**src/rtl/cakegame_pkg.sv**
```systemverilog
// cakegame_pkg: shared types, defaults and helpers for the cake game input path
//   state_t    : FSM state encoding, exported on db_state for debug display
//   is_one_hot : true when exactly one bit of the (zero-extended) vector is set
package cakegame_pkg;

   localparam int N_BUTTONS_DEF = 4;

   typedef enum logic [2:0] {
      S_IDLE         = 3'd0,
      S_DEBOUNCE     = 3'd1,
      S_PRESSED      = 3'd2,
      S_WAIT_RELEASE = 3'd3
   } state_t;

   function automatic logic is_one_hot(input logic [31:0] v);
      return (v != 32'd0) && ((v & (v - 32'd1)) == 32'd0);
   endfunction

endpackage

```
**src/rtl/cakegame_sync.sv**
```systemverilog
// cakegame_sync: two-flop synchronizer for a bus of independent asynchronous levels
//   clock, reset : rising-edge clock, synchronous active-high reset
//   d            : asynchronous input levels
//   q            : synchronized levels, two edges after d
module cakegame_sync #(
   parameter int W = 4
) (
   input  logic         clock,
   input  logic         reset,
   input  logic [W-1:0] d,
   output logic [W-1:0] q
);

   logic [W-1:0] s1;

   always_ff @(posedge clock) begin
      if (reset) begin
         s1 <= '0;
         q  <= '0;
      end else begin
         s1 <= d;
         q  <= s1;
      end
   end

endmodule

```
**src/rtl/cakegame_play_input.sv**
```systemverilog
// cakegame_play_input: debounced play-button front end with play check and timeout
//   clock, reset  : rising-edge clock, synchronous active-high reset
//   buttons       : raw button levels, 1 = pressed
//   enable        : accept plays and run the timeout counter
//   clear_play    : clears play_code/correct_play, wins over a same-edge capture
//   expected_play : one-hot play expected by sequence memory
//   has_play      : one-cycle pulse per accepted press
//   play_code     : last accepted press, held
//   correct_play  : play_code matched expected_play at acceptance, held
//   timeout       : high while enabled and the timeout count is saturated
//   db_state      : current FSM state
module cakegame_play_input
   import cakegame_pkg::*;
#(
   parameter int N_BUTTONS       = N_BUTTONS_DEF,
   parameter int DEBOUNCE_CYCLES = 3,
   parameter int TIMEOUT_CYCLES  = 10
) (
   input  logic                 clock,
   input  logic                 reset,
   input  logic [N_BUTTONS-1:0] buttons,
   input  logic                 enable,
   input  logic                 clear_play,
   input  logic [N_BUTTONS-1:0] expected_play,
   output logic                 has_play,
   output logic [N_BUTTONS-1:0] play_code,
   output logic                 correct_play,
   output logic                 timeout,
   output logic [2:0]           db_state
);

   localparam int DW = $clog2(DEBOUNCE_CYCLES + 1);
   localparam int TW = $clog2(TIMEOUT_CYCLES + 1);
   localparam logic [DW-1:0] DEB_LAST = DW'(DEBOUNCE_CYCLES - 1);
   localparam logic [TW-1:0] T_MAX    = TW'(TIMEOUT_CYCLES);

   state_t               state, state_n;
   logic [N_BUTTONS-1:0] btn_s, cand, cand_n;
   logic [DW-1:0]        deb_cnt, deb_n, rel_cnt, rel_n;
   logic [TW-1:0]        tcnt;
   logic                 capture;

   cakegame_sync #(.W(N_BUTTONS)) u_sync (
      .clock (clock),
      .reset (reset),
      .d     (buttons),
      .q     (btn_s)
   );

   assign has_play = (state == S_PRESSED);
   assign timeout  = enable && (tcnt == T_MAX);
   assign db_state = state;

   always_comb begin
      state_n = state;
      cand_n  = cand;
      deb_n   = deb_cnt;
      rel_n   = rel_cnt;
      capture = 1'b0;
      case (state)
         S_IDLE:
            if (is_one_hot(32'(btn_s))) begin
               cand_n  = btn_s;
               deb_n   = '0;
               state_n = S_DEBOUNCE;
            end
         S_DEBOUNCE:
            if (btn_s != cand)
               state_n = S_IDLE;
            else if (deb_cnt == DEB_LAST) begin
               // a press that stabilizes while disabled is swallowed until released
               state_n = enable ? S_PRESSED : S_WAIT_RELEASE;
               capture = enable;
               rel_n   = '0;
            end else
               deb_n = deb_cnt + 1'b1;
         S_PRESSED: begin
            state_n = S_WAIT_RELEASE;
            rel_n   = '0;
         end
         S_WAIT_RELEASE:
            if (btn_s != '0)
               rel_n = '0;
            else if (rel_cnt == DEB_LAST)
               state_n = S_IDLE;
            else
               rel_n = rel_cnt + 1'b1;
         default: state_n = S_IDLE;
      endcase
   end

   always_ff @(posedge clock) begin
      if (reset) begin
         state        <= S_IDLE;
         cand         <= '0;
         deb_cnt      <= '0;
         rel_cnt      <= '0;
         play_code    <= '0;
         correct_play <= 1'b0;
         tcnt         <= '0;
      end else begin
         state   <= state_n;
         cand    <= cand_n;
         deb_cnt <= deb_n;
         rel_cnt <= rel_n;
         if (clear_play) begin
            play_code    <= '0;
            correct_play <= 1'b0;
         end else if (capture) begin
            play_code    <= cand;
            correct_play <= (cand == expected_play);
         end
         // counting pauses while a press is being qualified
         if (!enable || has_play)
            tcnt <= '0;
         else if (state != S_DEBOUNCE && tcnt != T_MAX)
            tcnt <= tcnt + 1'b1;
      end
   end

endmodule
```
**config.mk**
```make
export PLATFORM = sky130hd
export DESIGN_NAME = cakegame_play_input
export DESIGN_NICKNAME = d
export VERILOG_FILES = /design/src/rtl/cakegame_pkg.sv /design/src/rtl/cakegame_sync.sv /design/src/rtl/cakegame_play_input.sv
export SDC_FILE = /design/constraint.sdc
export NUM_CORES = 1
export LEC_CHECK = 0
export BUFFER_PORTS_ARGS = -buffer_cell sky130_fd_sc_hd__buf_2
export CORE_UTILIZATION = 39
export DETAILED_ROUTE_END_ITERATION = 6
export PLACE_DENSITY_LB_ADDON = 0.08
export REMOVE_ABC_BUFFERS = 1
export SYNTH_ARGS = -nofsm -noshare
export SYNTH_HDL_FRONTEND = slang
export SYNTH_SLANG_ARGS = --single-unit
```
**constraint.sdc**
```tcl
create_clock -name clock -period 2.25 [get_ports clock]
set_clock_uncertainty 0.15 [all_clocks]
set_input_delay 0.225 -clock clock [delete_from_list [all_inputs] [get_ports clock]]
set_output_delay 0.225 -clock clock [all_outputs]
set_load 0.005 [all_outputs]
```
Yosys cells after proc, flatten, opt, wreduce, memory -nomap -nowiden
Index checks and enable logic that the tools add are counted.

word-level totals
  input bits = 12
  logic and storage cells = 67
  register bits after elaboration = 28
  output and inout bits = 10

cells by class
  eq/ne operators = 18
  bitwise logic cells = 1
  reductions and logical operators = 16
  add/subtract/negate cells = 4
  multiplexer cells = 19

operators with widths
  cell                                              count
  AND 4 x 32 -> 32 bit                              1
  logical NOT 32 bit                                1
  2-to-1 mux 3 bit                                  5
  2-to-1 mux 2 bit                                  7
  != test 2 bit, second input constant              6
  one-hot mux 3 bit (4 select lines)                1
  AND reduction 4 bit                               3
  == test 3 x 2 -> 1 bit, second input constant     2
  != test 3 bit, second input constant              2
  one-hot mux 2 bit (3 select lines)                1
  subtractor 4 x 1 -> 5 bit, second input constant  1
  adder 2 x 1 -> 2 bit, second input constant       2
  adder 4 x 1 -> 4 bit, second input constant       1
  == test 2 bit, second input constant              2
  == test 4 bit                                     1
  == test 4 bit, second input constant              1
  2-to-1 mux 1 bit                                  4
  != test 4 bit                                     1
  != test 4 bit, second input constant              1
  one-hot mux 2 bit (2 select lines)                1
  nonzero test 4 bit                                1
  OR reduction 2 bit                                2
  == test 3 x 1 -> 1 bit, second input constant     1
  logical AND 1 bit                                 3
  7 further kinds                                   7

Longest topological paths before layout
  depth in word-level cells = 6
  gate-level depth with buffers = 6
  mapped depth without buffers = 6

By module
From an unflattened synthesis, not the netlist that was laid out.

second synthesis, totals
  cells, all modules = 138
  area, all modules = 1322.5 um2

by module, submodules not included
  module               seq. area each (um2)  cells each  area each (um2)  instances
  cakegame_play_input  380.4                 122         1112.3           1
  cakegame_sync        160.2                 16          210.2            1

Least setup slack after synthesis
OpenSTA, ideal clock, no wires.

  kind = register -> register
  start point = register u_sync.q[1]
  end point = register deb_cnt[0]
  period minus slack after synthesis = 1577 ps
  data required time = 1984 ps
  setup time = 116 ps
  arrival time = 1312 ps
  path buffers = 1
  stages on the path, launching flop included = 6
  path slack = 673 ps
  cell sequence = dfxtp_1 > clkbuf_2 > nor4b_1 > a211o_2 > a2bb2oi_2 > a31o_1

between the ends
  longest elaborated chain between the ends = 6
  elaborated cells between the ends (all ways) = 9
  classes of those cells = 1 x add/sub; 3 x eq/ne; 1 x bitwise; 4 x reduce/logical

RTL lines
  what                               line                        source
  from (decl)                        cakegame_sync.sv:11         output logic [W-1:0] q
  from (signal assigned)             cakegame_sync.sv:19         q <= '0;
  from (signal assigned)             cakegame_sync.sv:22         q <= s1;
  subtractor 4 x 1 -> 5 bit          cakegame_pkg.sv:16          return (v != 32'd0) && ((v & (v - 32'd1)) == 32'd0);
  AND 4 x 32 -> 32 bit               cakegame_pkg.sv:16
  logical NOT 32 bit                 cakegame_pkg.sv:16
  logical AND 1 bit                  cakegame_pkg.sv:16
  != test 2 bit (no line)            n/a
  AND reduction 4 bit (no line) (*)  n/a
  to (signal assigned)               cakegame_play_input.sv:104  deb_cnt <= deb_n;
  to (decl)                          cakegame_play_input.sv:39   logic [DW-1:0] deb_cnt, deb_n, rel_cnt, rel_n;

Every way passes the cells marked *; elsewhere a longest branch is shown, timed or not.
A chain may end at the register's enable or synchronous reset.

Final worst setup path
  start point = register u_sync.q[0]
  end point = register deb_cnt[0]

The elaborated chain is that of the path after synthesis.

==> impl_metrics.py <==
metrics = {
    "timing": {
        "min_period_over_period_pct": 75.8,
        "postLayoutSetupSlackWorst_ps": 544,
        "post-route-min-period_ps": 1710,
        "clock.fmax_ghz": 0.586,
        "fin_setup_tns_ps": 0,
        "grt_setup_unrepaired": "false",
        "hold_ws_ps": 32.4,
        "slew_viol_final": 0,
        "setup_violations": 0,
        "final_hold_viol_count": 0,
    },
    "global_routing": {
        "grt_pass1_wl_mm": 4.20,
        "globalRouteOverflowTotal": 0,
        "grt_pass1_vias": 1004,
        "antenna_found_initial": 0,
        "grt.total_usage_pct": 16.1,
        "grt_max_degree": 21,
    },
    "worst_setup_path": {
        "startpoint": "u_sync.q[0]$_SDFF_PP0_",
        "startpoint_type": "register",
        "worstReg2RegEnd": "deb_cnt[0]$_SDFFE_PP0P_",
        "crit_type": "reg -> reg",
        "crit_fanout": 8,
        "arrival_ps": 1790,
        "rrSetupSlack_ps": 540,
        "required_ps": 2340,
        "r2r_cells": 4,
        "reg2reg_from": "u_sync.q[0]$_SDFF_PP0_",
        "endpoint_kind": "register",
    },
    "synthesis": {
        "synth_area_mm2": 0.00127,
        "yosysSeqAreaShare_pct": 42.7,
        "yosys.area.top_type": "dfxtp_1",
        "netlist.area_leader.share_pct": 42.7,
        "ys.flop_type": "dfxtp_1",
        "synth_seq_cells": 27,
        "synth_cells": 140,
        "yosys_warnings": 0,
        "ys_types": 35,
        "synthArstFlopShare_pct": 0,
        "synth-edff-count": 0,
        "avgSynthCellArea_um2": 9.04,
        "synth.area.top_cells": "dfxtp_1 (43%), nor2b_1 (4.9%), a21oi_1 (4.7%)",
    },
    "min_path": {
        "hold_end": "play_code[2]$_SDFFE_PP0P_",
        "hold_class": "in -> reg",
        "min_from": "clear_play",
        "hold_depth": 3,
    },
    "final_layout": {
        "nNetsFinal": 179,
        "final_common_cell": "dfxtp_1",
        "fillCellCount": 305,
        "antenna_cells": 0,
        "layout-drive-gt1-share_pct": 17.3,
        "layout_common_cells": "dfxtp_1 (27), buf_2 (20), a21oi_1 (12), nor2b_1 (10), nand3_1 (10)",
        "syn_to_final_growth_pct": 13.9,
    },
    "routing": {
        "viasPerCell": 5.11,
        "num_vias": 1052,
        "remaining_drc_errors": 0,
        "drtIter0Drc": 34,
        "routed_wl_mm": 2.51,
        "drtAntennaViolNets": 0,
        "wl_per_cell_um": 12.2,
        "drt_pass1_iterations": 4,
    },
    "place": {
        "dp_hpwl_mm": 1.91,
        "dp_slack_ps": 569,
        "place.gp.congestion": 0.797,
        "portBuffers": 20,
    },
    "floorplan": {
        "dieArea_mm2": 0.00348,
        "core_mm2": 0.00308,
        "start_util_pct": 41.1,
        "core.rowCount": 20,
        "die_h_um": 59.0,
        "pin_count": 22,
        "die_w_um": 59.0,
    },
    "clock_tree": {
        "htreeDepth": 1,
        "clock_sinks": 27,
        "clock_latency_ps": 330,
        "clockBufferDepth": 2,
        "cts-root-buf": "clkbuf_4",
        "cts_tree": "done",
        "cts.reportedPaths.clkPinSlew_ps": 150,
        "cts_buffers": 3,
        "cts_resized": 0,
    },
    "power_and_ir_drop": {
        "vdd.ir_drop.worst_mv": 0.358,
        "pwr-share-seq_pct": 60.9,
        "pwr-share-clk_pct": 25.2,
        "powerDensity_mw_per_mm2": 581,
        "p_switching_w": 0.000227,
        "p_leak_nw": 0.570,
        "pwr-share-comb_pct": 14.0,
        "p_sw_share_pct": 27.0,
        "internal_power_w": 0.000612,
    },
    "flow_run": {
        "max_cap_violations": 0,
    },
    "status": {
        "status": "finished clean",
    },
}
[per-layer routing]
metal / up-vias / GRT usage, % / share of wire (%)
met5: - / 0 / 0
met2: 24 / 28.2 / 46
met3: 5 / 2.62 / 2.5
met4: 0 / 7.14 / 2.0
li1: 540 / - / -
met1: 483 / 19.3 / 49
[Yosys cell counts, drive strengths merged, types with 2 or more instances]
cell,instances
xor2,6
a31o,2
nand3,10
nor2b,10
a211oi,2
inv,6
o21ai,9
and4,2
nor2,9
a21oi,12
ha,4
xnor2,6
nand4,4
clkbuf,2
nor4,3
or2,2
nand2b,2
dfxtp,27
buf,4
nand2,4
nor4b,2
[cell families after synthesis]
family,count (synthesis),share of synthesized area [%]
fa+ha+maj,4,3.95
xor+xnor,12,8.30
other cells,1,0.296
buf+inv,12,5.43
compound gates,32,16.2
simple gates,52,23.1
flops,27,42.7
[through the flow]
stage / cells / util (%) / power (W) / instance area (um2)
5_1_grt: 206 / 46.9 / 0.000884 / 1440
6_report: 206 / 46.9 / 0.000839 / 1440
3_5_place_dp: 198 / 44.7 / 0.000633 / 1380
4_1_cts: 206 / 46.9 / 0.000844 / 1440
2_1_floorplan: 134 / - / 0.000595 / 1220
3_3_place_gp: 198 / 44.7 / 0.000628 / 1380
[registers in the layout, summed over array words and instances, names as in the netlist]
signal,cells
tcnt,4
rel_cnt,2
deb_cnt,2
u_sync.q,4
db_state,2
cand,4
play_code,4
u_sync.s1,4
correct_play,1
[critical path: stages (launching register included)]
cell,delay (ps)
dfxtp_1,480
xnor2_1,160
nand4_1,330
a2bb2oi_2,260
a31o_1,230
[what timing repair did]
action	CTS	global route
setup buffers	0	0
setup endpoints to repair	0	0
endpoints found under the hold margin	4	0
hold buffers	4	0
[worst max-delay path by stage]
stage	endpoint	slack (ps)	cells after the start
floorplan	deb_cnt[0]$_SDFFE_PP0P_	730	4
global placement	deb_cnt[1]$_SDFFE_PP0P_	670	4
detailed placement	deb_cnt[0]$_SDFFE_PP0P_	570	4
CTS	deb_cnt[0]$_SDFFE_PP0P_	540	4
global route	deb_cnt[1]$_SDFFE_PP0P_	360	4
finish	deb_cnt[0]$_SDFFE_PP0P_	540	4
[power by group through the flow]
stage	logic (W)	registers, W	clock network, W
CTS	0.000118	0.000511	0.000215
detailed placement	0.000112	0.000521	0
finish	0.000117	0.000511	0.000211
global route	0.000132	0.000514	0.000238
global placement	0.000108	0.000520	0
floorplan	0.0000776	0.000517	0
[layout make-up]
| type | instances | area (um2) | area share [%] |
|---|---|---|---|
| clock inverter | 1 | 5.00 | 0.347 |
| clock buffer | 3 | 22.5 | 1.56 |
| timing repair buffer | 24 | 140 | 9.71 |
| inverter | 6 | 22.5 | 1.56 |
| multi-input combinational | 101 | 657 | 45.5 |
| sequential | 27 | 541 | 37.5 |
| tap | 44 | 55.1 | 3.82 |
Note: power is estimated with default switching activity, not from simulation.
